`src/rtl/padout_strobe_pkg.sv`:
```
// ---------------------------------------------------------------------------
// padout_strobe_pkg
//
// Shared definitions for the strobed pad output port:
//   - 3-bit FSM state encoding for the transfer sequencer
//   - CNT_W, the width of the shared SETUP/STROBE/WAIT_ACK down-counter
//   - cnt_load(), which converts a cycle count into a counter preload value
//
// No ports; imported by padout_strobe_port and padout_fifo.
// ---------------------------------------------------------------------------
package padout_strobe_pkg;

  localparam int CNT_W = 8;

  localparam logic [2:0] ST_IDLE_ENC     = 3'd0;
  localparam logic [2:0] ST_SETUP_ENC    = 3'd1;
  localparam logic [2:0] ST_STROBE_ENC   = 3'd2;
  localparam logic [2:0] ST_WAIT_ACK_ENC = 3'd3;
  localparam logic [2:0] ST_HOLD_ENC     = 3'd4;

  typedef enum logic [2:0] {
    ST_IDLE     = ST_IDLE_ENC,
    ST_SETUP    = ST_SETUP_ENC,
    ST_STROBE   = ST_STROBE_ENC,
    ST_WAIT_ACK = ST_WAIT_ACK_ENC,
    ST_HOLD     = ST_HOLD_ENC
  } state_t;

  // The counter counts down to zero and the phase ends on the cycle it reads
  // zero, so a phase lasting n cycles is preloaded with n-1.
  function automatic logic [CNT_W-1:0] cnt_load(input int cycles);
    return CNT_W'(cycles - 1);
  endfunction

endpackage

```
`src/rtl/padout_fifo.sv`:
```
// ---------------------------------------------------------------------------
// padout_fifo
//
// Small synchronous FIFO that buffers core words ahead of the pad sequencer.
// Read data is the current head (first-word fall-through), so the consumer
// can capture it in the same cycle it pops.
//
// Parameters:
//   M, N   : data MSB / LSB index, width W = M-N+1
//   DEPTH  : number of entries, power of 2, >= 2
//
// Ports:
//   clk    : clock, rising edge
//   rst_n  : asynchronous active-low reset, empties the FIFO
//   push   : write wdata at the tail (ignored when full)
//   pop    : drop the head entry (ignored when empty)
//   wdata  : word to write
//   rdata  : current head word
//   count  : number of stored entries, 0..DEPTH
// ---------------------------------------------------------------------------
module padout_fifo
  import padout_strobe_pkg::*;
#(
  parameter int M     = 7,
  parameter int N     = 0,
  parameter int DEPTH = 4
) (
  input  logic                     clk,
  input  logic                     rst_n,
  input  logic                     push,
  input  logic                     pop,
  input  logic [M:N]               wdata,
  output logic [M:N]               rdata,
  output logic [$clog2(DEPTH):0]   count
);

  localparam int AW = $clog2(DEPTH);

  logic [M:N]    mem [DEPTH];
  logic [AW-1:0] wr_ptr;
  logic [AW-1:0] rd_ptr;
  logic          full;
  logic          empty;
  logic          push_ok;
  logic          pop_ok;

  // A full FIFO refuses a push even when a pop frees a slot in the same
  // cycle; this keeps WREADY a pure function of the count.
  assign full    = (count == (AW+1)'(DEPTH));
  assign empty   = (count == '0);
  assign push_ok = push && !full;
  assign pop_ok  = pop && !empty;
  assign rdata   = mem[rd_ptr];

  // Storage carries no reset; stale contents are unreachable once the
  // pointers and count are cleared.
  always_ff @(posedge clk) begin
    if (push_ok) begin
      mem[wr_ptr] <= wdata;
    end
  end

  // Pointers wrap naturally because DEPTH is a power of two.
  always_ff @(posedge clk or negedge rst_n) begin
    if (!rst_n) begin
      wr_ptr <= '0;
      rd_ptr <= '0;
      count  <= '0;
    end else begin
      if (push_ok) begin
        wr_ptr <= wr_ptr + AW'(1);
      end
      if (pop_ok) begin
        rd_ptr <= rd_ptr + AW'(1);
      end
      case ({push_ok, pop_ok})
        2'b10:   count <= count + (AW+1)'(1);
        2'b01:   count <= count - (AW+1)'(1);
        default: count <= count;
      endcase
    end
  end

endmodule

```
`src/rtl/padout_strobe_port.sv`:
```
// ---------------------------------------------------------------------------
// padout_strobe_port
//
// Strobed parallel output port feeding the padout_n IN0 inputs. Words from
// the core are buffered in padout_fifo, then each word is driven on OUT_DATA,
// held for SETUP_CYC cycles, framed by a PULSE_CYC-wide OUT_STB pulse, and
// followed by a wait for a rising edge on the asynchronous ACK_IN. A missing
// acknowledge within TMO_CYC cycles drops the word and sets the sticky ERR.
//
// Parameters:
//   M, N       : data MSB / LSB index
//   DEPTH      : FIFO entries, power of 2, >= 2
//   SETUP_CYC  : data-stable cycles before the strobe rises, >= 1
//   PULSE_CYC  : strobe high cycles, >= 1
//   TMO_CYC    : acknowledge timeout in cycles, 1..255
//
// Ports:
//   CLK      : clock, rising edge
//   RST_N    : asynchronous active-low reset
//   WDATA    : word from core
//   WVALID   : WDATA valid
//   WREADY   : FIFO can accept a word
//   OUT_DATA : registered data to pad
//   OUT_STB  : registered strobe to pad
//   ACK_IN   : acknowledge from input pad, asynchronous
//   BUSY     : FIFO non-empty or sequencer active
//   ERR      : sticky acknowledge-timeout flag
//   ERR_CLR  : synchronous clear of ERR
// ---------------------------------------------------------------------------
module padout_strobe_port
  import padout_strobe_pkg::*;
#(
  parameter int M         = 7,
  parameter int N         = 0,
  parameter int DEPTH     = 4,
  parameter int SETUP_CYC = 2,
  parameter int PULSE_CYC = 2,
  parameter int TMO_CYC   = 255
) (
  input  logic       CLK,
  input  logic       RST_N,
  input  logic [M:N] WDATA,
  input  logic       WVALID,
  output logic       WREADY,
  output logic [M:N] OUT_DATA,
  output logic       OUT_STB,
  input  logic       ACK_IN,
  output logic       BUSY,
  output logic       ERR,
  input  logic       ERR_CLR
);

  localparam int AW = $clog2(DEPTH);

  localparam logic [CNT_W-1:0] SETUP_LOAD = cnt_load(SETUP_CYC);
  localparam logic [CNT_W-1:0] PULSE_LOAD = cnt_load(PULSE_CYC);
  localparam logic [CNT_W-1:0] TMO_LOAD   = cnt_load(TMO_CYC);

  state_t           state;
  logic [CNT_W-1:0] cnt;

  logic [AW:0]      fifo_count;
  logic [M:N]       fifo_rdata;
  logic             fifo_push;
  logic             fifo_pop;

  logic             ack_meta;
  logic             ack_s;
  logic             ack_d;
  logic             ack_rise;

  assign WREADY    = (fifo_count < (AW+1)'(DEPTH));
  assign fifo_push = WVALID && WREADY;
  assign fifo_pop  = (state == ST_IDLE) && (fifo_count != '0);
  assign BUSY      = (state != ST_IDLE) || (fifo_count != '0);

  padout_fifo #(
    .M     (M),
    .N     (N),
    .DEPTH (DEPTH)
  ) u_fifo (
    .clk   (CLK),
    .rst_n (RST_N),
    .push  (fifo_push),
    .pop   (fifo_pop),
    .wdata (WDATA),
    .rdata (fifo_rdata),
    .count (fifo_count)
  );

  // Two-flop synchroniser for the pad acknowledge, plus one more stage so a
  // level held high from an earlier transfer never reads as a fresh edge.
  always_ff @(posedge CLK or negedge RST_N) begin
    if (!RST_N) begin
      ack_meta <= 1'b0;
      ack_s    <= 1'b0;
      ack_d    <= 1'b0;
    end else begin
      ack_meta <= ACK_IN;
      ack_s    <= ack_meta;
      ack_d    <= ack_s;
    end
  end

  assign ack_rise = ack_s && !ack_d;

  // Transfer sequencer. One down-counter is reused for the setup, strobe and
  // acknowledge-timeout phases. ERR_CLR is applied first so that a timeout
  // in the same cycle overrides it and the flag stays set.
  always_ff @(posedge CLK or negedge RST_N) begin
    if (!RST_N) begin
      state    <= ST_IDLE;
      cnt      <= '0;
      OUT_DATA <= '0;
      OUT_STB  <= 1'b0;
      ERR      <= 1'b0;
    end else begin
      if (ERR_CLR) begin
        ERR <= 1'b0;
      end
      case (state)
        ST_IDLE: begin
          if (fifo_pop) begin
            OUT_DATA <= fifo_rdata;
            cnt      <= SETUP_LOAD;
            state    <= ST_SETUP;
          end
        end
        ST_SETUP: begin
          if (cnt == '0) begin
            OUT_STB <= 1'b1;
            cnt     <= PULSE_LOAD;
            state   <= ST_STROBE;
          end else begin
            cnt <= cnt - CNT_W'(1);
          end
        end
        ST_STROBE: begin
          if (cnt == '0) begin
            OUT_STB <= 1'b0;
            cnt     <= TMO_LOAD;
            state   <= ST_WAIT_ACK;
          end else begin
            cnt <= cnt - CNT_W'(1);
          end
        end
        ST_WAIT_ACK: begin
          if (ack_rise) begin
            state <= ST_HOLD;
          end else if (cnt == '0) begin
            ERR   <= 1'b1;
            state <= ST_IDLE;
          end else begin
            cnt <= cnt - CNT_W'(1);
          end
        end
        ST_HOLD: begin
          state <= ST_IDLE;
        end
        default: begin
          OUT_STB <= 1'b0;
          state   <= ST_IDLE;
        end
      endcase
    end
  end

endmodule

```
`config.mk`:
```
export PLATFORM = sky130hd
export DESIGN_NAME = padout_strobe_port
export DESIGN_NICKNAME = d
export VERILOG_FILES = /design/src/rtl/padout_strobe_pkg.sv /design/src/rtl/padout_fifo.sv /design/src/rtl/padout_strobe_port.sv
export SDC_FILE = /design/constraint.sdc
export NUM_CORES = 1
export LEC_CHECK = 0
export BUFFER_PORTS_ARGS = -buffer_cell sky130_fd_sc_hd__clkbuf_2
export CAP_MARGIN = 40
export CORE_MARGIN = 10
export CORE_UTILIZATION = 59
export DETAILED_ROUTE_END_ITERATION = 7
export HOLD_SLACK_MARGIN = 0.06
export PLACE_DENSITY = 0.8
export RECOVER_POWER = 50
export SETUP_SLACK_MARGIN = 0.5
export SYNTH_ARGS = -nofsm -noshare
export SYNTH_HDL_FRONTEND = slang
export SYNTH_SLANG_ARGS = --single-unit
```
`constraint.sdc`:
```
create_clock -name CLK -period 6.4 [get_ports CLK]
set_clock_uncertainty 0.2 [all_clocks]
set_input_delay 0.96 -clock CLK [delete_from_list [all_inputs] [get_ports CLK]]
set_output_delay 0.96 -clock CLK [all_outputs]
set_load 0.02 [all_outputs]
```
* After elaboration in Yosys (flattened, before gate mapping)
Memories as Yosys holds them, arrays and structs flattened. A register that Yosys moved wholly into a read port is not among the register bits.
Cells that the tools add are included.
** Operators by class
- Add/sub/neg operators :: 5
- Magnitude comparators :: 1
- Equal/unequal tests :: 13
- Muxes and demuxes :: 22
- Bitwise gates (word level) :: 1
- Reduce and logical (&&, ||, !) cells :: 22
** Operator list (number)
- 8-bit 2-to-1 mux :: 5
- 8-bit case mux with 4 select lines :: 1
- 3-bit 2-to-1 mux :: 5
- 3-bit case mux with 4 select lines :: 1
- 8-bit zero test :: 1
- 1-bit 2-to-1 mux :: 8
- 2-bit inequality test (second input constant) :: 4
- 4-bit AND reduction :: 2
- 8-bit by 1-bit subtractor with 8-bit output (second input constant) :: 1
- 3-bit by 2-bit == test with 1-bit output (second input constant) :: 2
- 3-bit == test (second input constant) :: 2
- 3-bit zero test :: 2
- 3-bit case mux with 2 select lines :: 1
- 3-bit nonzero test :: 2
- 1-bit logical AND :: 5
- 2-bit by 1-bit adder with 2-bit output (second input constant) :: 2
- 1-bit zero test :: 4
- 4-bit nonzero test :: 1
- 3-bit by 1-bit adder with 3-bit output (second input constant) :: 1
- 3-bit by 1-bit == test with 1-bit output (second input constant) :: 1
- 3-bit < comparator (second input constant) :: 1
- 3-bit inequality test (second input constant) :: 1
- 1-bit case mux with 3 select lines :: 1
- 3-bit AND reduction :: 1
- 9 further kinds :: 9
** Storage, ports and cells
- Flip-flop bits (word level) :: 23
- Memory bits (writable) :: 32
- Bits of input ports :: 13
- Output and inout bits :: 12
- Logic and storage cells :: 75
- Memories :: 1
** Memories
- u_fifo.mem :: depth 4, bits a word 8, rd ports 1, clocked after Yosys merged registers in 1, write ports 1, line padout_fifo.sv:39 : logic [M:N] mem [DEPTH];

* Depth between registers and ports, before layout
- Word-level depth :: 5
- Mapped depth :: 10
- Depth with buffers taken out :: 9

* Cells and area by module
From an unflattened synthesis, not the netlist that was laid out.
** Second synthesis, totals
- Cell total of the unflattened synthesis :: 207
- Area, all modules :: 2757.6 um^2
** By module, submodules not included
- padout_fifo :: instances 1, cells an instance 79, area an instance 1580.3 um^2, seq. area each 1136.1 um^2
- padout_strobe_port :: instances 1, cells an instance 128, area an instance 1177.4 um^2, seq. area each 600.6 um^2

* Least setup slack after synthesis
OpenSTA, ideal clock, no wires.
- Kind :: register to register
- Start point :: reg state[0]
- End point :: reg u_fifo.count[1]
- Library setup time :: 0.083 ns
- Arrival time :: 2.231 ns
- Required time :: 6.117 ns
- Setup slack :: 3.887 ns
- Stages on the path, launching flop included :: 9
- Buffers on the path :: 1
- Clock period less this slack :: 2.513 ns
- Cells stage by stage :: dfrtp_1 -> or2_2 -> nor4_1 -> nor3_1 -> buf_2 -> ha_1 -> inv_1 -> fa_1 -> o21ai_0
** On the way
- Longest elaborated chain between the ends :: 5
- Elaborated cells on any way between the ends :: 7
- Those cells by class :: eq/ne (2); mux (1); reduce/logical (4)
** RTL lines
- start, declared :: line padout_strobe_port.sv:59 : state_t state;
- start signal, assigned :: line padout_strobe_port.sv:112 : state <= ST_IDLE;
- start signal, assigned :: line padout_strobe_port.sv:126 : state <= ST_SETUP;
- start signal, assigned :: line padout_strobe_port.sv:133 : state <= ST_STROBE;
- 3-bit zero test (*) :: line padout_strobe_port.sv:74 : assign fifo_pop = (state == ST_IDLE) && (fifo_count != '0);
- 1-bit logical AND (*) :: line padout_strobe_port.sv:74
- 1-bit logical AND (*) :: line padout_fifo.sv:52 : assign pop_ok = pop && !empty;
- via u_fifo.pop_ok :: line padout_fifo.sv:45 : logic pop_ok;
- 2-bit by 1-bit == test with 1-bit output or 2-bit == test (tied branches) :: line padout_fifo.sv:76 : case ({push_ok, pop_ok})
- 3-bit case mux with 2 select lines or 2-bit nonzero test (tied branches)
- end signal, assigned :: line padout_fifo.sv:77 : 2'b10: count <= count + (AW+1)'(1);
- end signal, assigned :: line padout_fifo.sv:78 : 2'b01: count <= count - (AW+1)'(1);
- end signal, assigned :: line padout_fifo.sv:79 : default: count <= count;
- end, declared :: line padout_fifo.sv:34 : output logic [$clog2(DEPTH):0] count
Mark *: on every way through the listed nets, which the timed path passes. The rest lies on a longest branch.
A chain may end at the register's enable or synchronous reset.

* Final worst setup path
- Start point :: reg state[1]
- End point :: out BUSY
** On the way
- Longest elaborated chain between the ends :: 2
** RTL lines
- 3-bit nonzero test :: line padout_strobe_port.sv:75 : assign BUSY = (state != ST_IDLE) || (fifo_count != '0);
- 1-bit logical OR :: line padout_strobe_port.sv:75
- end, declared :: line padout_strobe_port.sv:48 : output logic BUSY,
Every way passes these cells.

==> summary.md <==
For this run, design rule violations remaining after detail routing come to 0. The final layout contains routed wiring with a total length of 5210 um. In this run the tool buffered the top-level ports with 24 buffer cells. The run gives 0 as the final-report hold violation count. The net switching share of the total power works out to 0.3648. By count the netlist is led by sky130_fd_sc_hd__edfxtp_1, sky130_fd_sc_hd__dfrtp_1, sky130_fd_sc_hd__inv_1, sky130_fd_sc_hd__nand2_1, sky130_fd_sc_hd__o21ai_0. Clock tree synthesis selected as its root buffer the cell sky130_fd_sc_hd__clkbuf_8.

The path with the worst hold slack has its endpoint at ack_s. The number of synthesized flops with an enable pin works out to 32. The H-tree was split into 3 levels.

Subtracting the final worst setup slack from the clock period gives 3.229 ns. The area growth from synthesis to layout is 10.39%. The tools report the core utilization of the finished layout as 0.6712. Type of element launching the critical path: a register. The worst register-to-register path begins at state[1]. Pin placement for this block handled 25 I/O pins.

Per-instance average area after synthesis: 13.78 um2. STA puts the critical path data required time at 5.24 ns. Once placement completed, the tool counted placed cells totaling 274. XOR/XNOR share of the synthesized area: 0.01842. The global router's overall resource usage was 0.1465. On the worst path, the slowest cell contributes a delay of 0.52 ns. The global placer's final weighted congestion came out at 0.9363. The HPWL after detailed placement is 3593 um.

The max-slew violation count is 32, and the cell area after technology mapping is 2853 um2. For this run, the leading register cell type out of synthesis is sky130_fd_sc_hd__edfxtp_1. The die covers 8017 um2. The largest individual stage delay along the critical path comes from the cell sky130_fd_sc_hd__nor4_1.

Clock-pin slew was measured on the worst setup and hold paths at 0.07 ns. For this run, the detailed router's first-pass iteration total came to 4. The post-CTS repair timing setup buffer count came out at 0. The top fanout value on the critical path is 13, and the final antenna-violating net count is 0. Category of the worst setup path capture point: a primary output.

For this design, the sink count on the clock tree is 63. The proportion of synthesized flip-flops having asynchronous set or reset is 0.4921, and the final worst-path cycle share is 0.5046. The signal on the critical path passes through or2_2, nor4_1, nand2_1, clkbuf_2.

For this run, the post-layout net count is 252. The tightest hold path in the finished design has a slack of 0.1509 ns. The flow ran to the end, but the final reports show violations.

The most common cell in the synthesized netlist is sky130_fd_sc_hd__edfxtp_1. The tools report the net switching power as 563.2 uW. The normalized max-slew margin is -0.06656, and the data arrival time of the worst path is 2.07 ns.

The worst ir drop on vdd is 0.2649 mV. Setup violations remaining at the end of the flow were counted as 0. The internal portion of the total power is 980.7 uW. The die height was 89.54 um; the fraction of synthesized area in multiplexers was 0.09474. Setup repair after global routing left no endpoint under its margin. The worst setup path is of the register to primary output kind.

The sequential share of power was 0.426; the detail-routed net length per standard cell was 17.97 um. The starting density of the core was 0.6080. The logs give 1.544 mW for the sum of internal, switching and leakage power and 0 ns for the sum of negative setup slack.

Ranked by total cell area, the synthesized netlist is headed by sky130_fd_sc_hd__edfxtp_1, sky130_fd_sc_hd__dfrtp_1, sky130_fd_sc_hd__mux4_2. For this block, the initial DRC count from the detailed router was 100. The tools report the Yosys warning count as 0.

After synthesis, the largest family of logic cells by area is compound AO/OA/AOI/OAI gates. The logs give 0.368 for the combinational share of power and 0 for the number of hold buffers added after cts. The buffers plus inverters on the worst setup path was 1. The post-synthesis adder-cell area fraction is 0.03772.

Gates resized during post-CTS repair numbered 0. The critical path crosses 4 cells after its start point. The number of antenna diodes in the final layout is 0. The tools report the via count of the first global-routing pass as 1819. When the netlist entered floorplanning its net count stood at 228.

Dividing the detail-routed via count by the number of cells gives 5.900. The top cell type's share of synthesized area is 0.3368. Number of instances on the worst hold path: 0. The clock buffer count from CTS came out at 9. In this run the static leakage power is 1.256 nW.

The number of cells on the worst reg-to-reg path is 8. Part of the Yosys area used for sequential elements: 0.6088. The first global-routing pass estimated 8749 um of wire.

Synthesis inferred 63 register bits. On the critical path the largest part of the delay comes from simple AND/OR/NAND/NOR gates. Leaving out filler cells and counting taps, the final layout contains 290. In this run the critical register-to-register path is captured at u_fifo.count[1]. Of all cell types, the one taking the most synthesized area is sky130_fd_sc_hd__edfxtp_1. The core region is 4692 um2. The number of placement rows was 25; the proportion of layout cells with a drive suffix above 1 was 0.2373.

Counting distinct cell types in the post-synthesis netlist gives 50. The vias after detailed routing was 1711; the portion of total power attributed to the clock network was 0.205. In this run the power density over the cells is 490.2 nW/um2. The synthesized netlist cell count came out at 207. The initial antenna violation count is 0, and the largest buffer count on any clock path is 2.

The share of the synthesized area in compound gates (AO/OA/AOI/OAI) is 0.1022. The final reports fail on capacitance limit, slew limit. The synthesized-area fraction occupied by and/or/nand/nor cells came out at 0.09868. The worst hold-check path type was register to register.

TritonCTS built the clock tree. For the highest attainable clock frequency, the log shows 309.7 MHz. The flop-to-flop setup slack was 3.52 ns; the slew of the pin with the lowest slew margin was 1.600 ns. The horizontal die dimension is 89.54 um. Number of violations of the max-capacitance limit: 1.

The startpoint identified for the worst hold timing path is ack_meta. The global-route congestion overflow total is 0. At the later pin of the worst-skew pair, clock insertion delay measures 0.32 ns. The pin count of the biggest net entering global routing came out at 32.
power by group through the flow:
| stage | logic, mW | clock network (mW) | registers (mW) |
|---|---|---|---|
| 2_1_floorplan | 0.471 | 0 | 0.634 |
| 3_3_place_gp | 0.556 | 0 | 0.660 |
| 3_5_place_dp | 0.573 | 0 | 0.664 |
| 4_1_cts | 0.576 | 0.325 | 0.659 |
| 5_1_grt | 0.637 | 0.340 | 0.673 |
| 6_report | 0.568 | 0.317 | 0.658 |
kinds of logic after synthesis:
family / count (synthesis)
xor+xnor: 6
fa+ha+maj: 8
simple gates: 52
flops: 63
compound gates: 38
mux: 16
buf+inv: 24
state kept, by name, indices dropped and copies added (netlist names):
| signal | flops |
|---|---|
| u_fifo.mem | 32 |
| u_fifo.wr_ptr | 2 |
| ack_d | 1 |
| OUT_STB | 1 |
| state | 3 |
| ERR | 1 |
| ack_meta | 1 |
| u_fifo.count | 3 |
| ack_s | 1 |
| cnt | 8 |
| OUT_DATA | 8 |
| u_fifo.rd_ptr | 2 |
metal layers:
layer / share of wire / up-vias / global-route usage
li1: - / 811 / -
met5: 0 / - / 0
met3: 0.050 / 6 / 0.04376
met1: 0.41 / 851 / 0.1569
met4: 0.012 / 0 / 0.06792
met2: 0.53 / 43 / 0.2587
cells in the final DEF, fill, tap and decap left out, types with 2 or more instances in the layout:
cell / count
sky130_fd_sc_hd__xnor2_1: 4
sky130_fd_sc_hd__a22o_1: 2
sky130_fd_sc_hd__mux4_2: 8
sky130_fd_sc_hd__ha_1: 7
sky130_fd_sc_hd__or2_2: 3
sky130_fd_sc_hd__o21ai_0: 11
sky130_fd_sc_hd__nand3_1: 3
sky130_fd_sc_hd__dfrtp_1: 31
sky130_fd_sc_hd__a221o_1: 2
sky130_fd_sc_hd__nor4_1: 2
sky130_fd_sc_hd__edfxtp_1: 32
sky130_fd_sc_hd__o31ai_1: 3
sky130_fd_sc_hd__clkinv_2: 3
sky130_fd_sc_hd__nand2_1: 12
sky130_fd_sc_hd__and2_1: 4
sky130_fd_sc_hd__nor3_1: 8
sky130_fd_sc_hd__nor2_1: 10
sky130_fd_sc_hd__xor2_1: 2
sky130_fd_sc_hd__a21oi_1: 5
sky130_fd_sc_hd__inv_1: 12
sky130_fd_sc_hd__clkbuf_8: 9
sky130_fd_sc_hd__nand2b_1: 2
sky130_fd_sc_hd__clkbuf_1: 11
sky130_fd_sc_hd__clkbuf_2: 15
sky130_fd_sc_hd__mux2_2: 8
stage by stage:
step / cell area, um2 / worst slack (ns)
3_5_place_dp: 2980 / 3.524
5_1_grt: 3149 / 3.073
4_1_cts: 3161 / 3.168
6_report: 3149 / 3.171
2_1_floorplan: 2853 / 3.887
3_3_place_gp: 2980 / 3.604
cell type report:
type / count / area, um2
clock inverter: 5 / 48.80
timing repair buffer: 25 / 116.4
multi-input combinational: 120 / 1003
inverter: 12 / 45.04
clock buffer: 11 / 131.4
tap: 54 / 67.56
sequential: 63 / 1737
fill: 334 / 1543
worst max path at each step:
stage | start | to | slack [ns]
2_1_floorplan | state[0] | u_fifo.count[1] | 3.89
3_3_place_gp | state[0] | BUSY | 3.60
3_5_place_dp | state[0] | BUSY | 3.52
4_1_cts | state[0] | BUSY | 3.17
5_1_grt | state[0] | BUSY | 3.07
6_report | state[1] | BUSY | 3.17
Power figures use the tool's default switching activity.
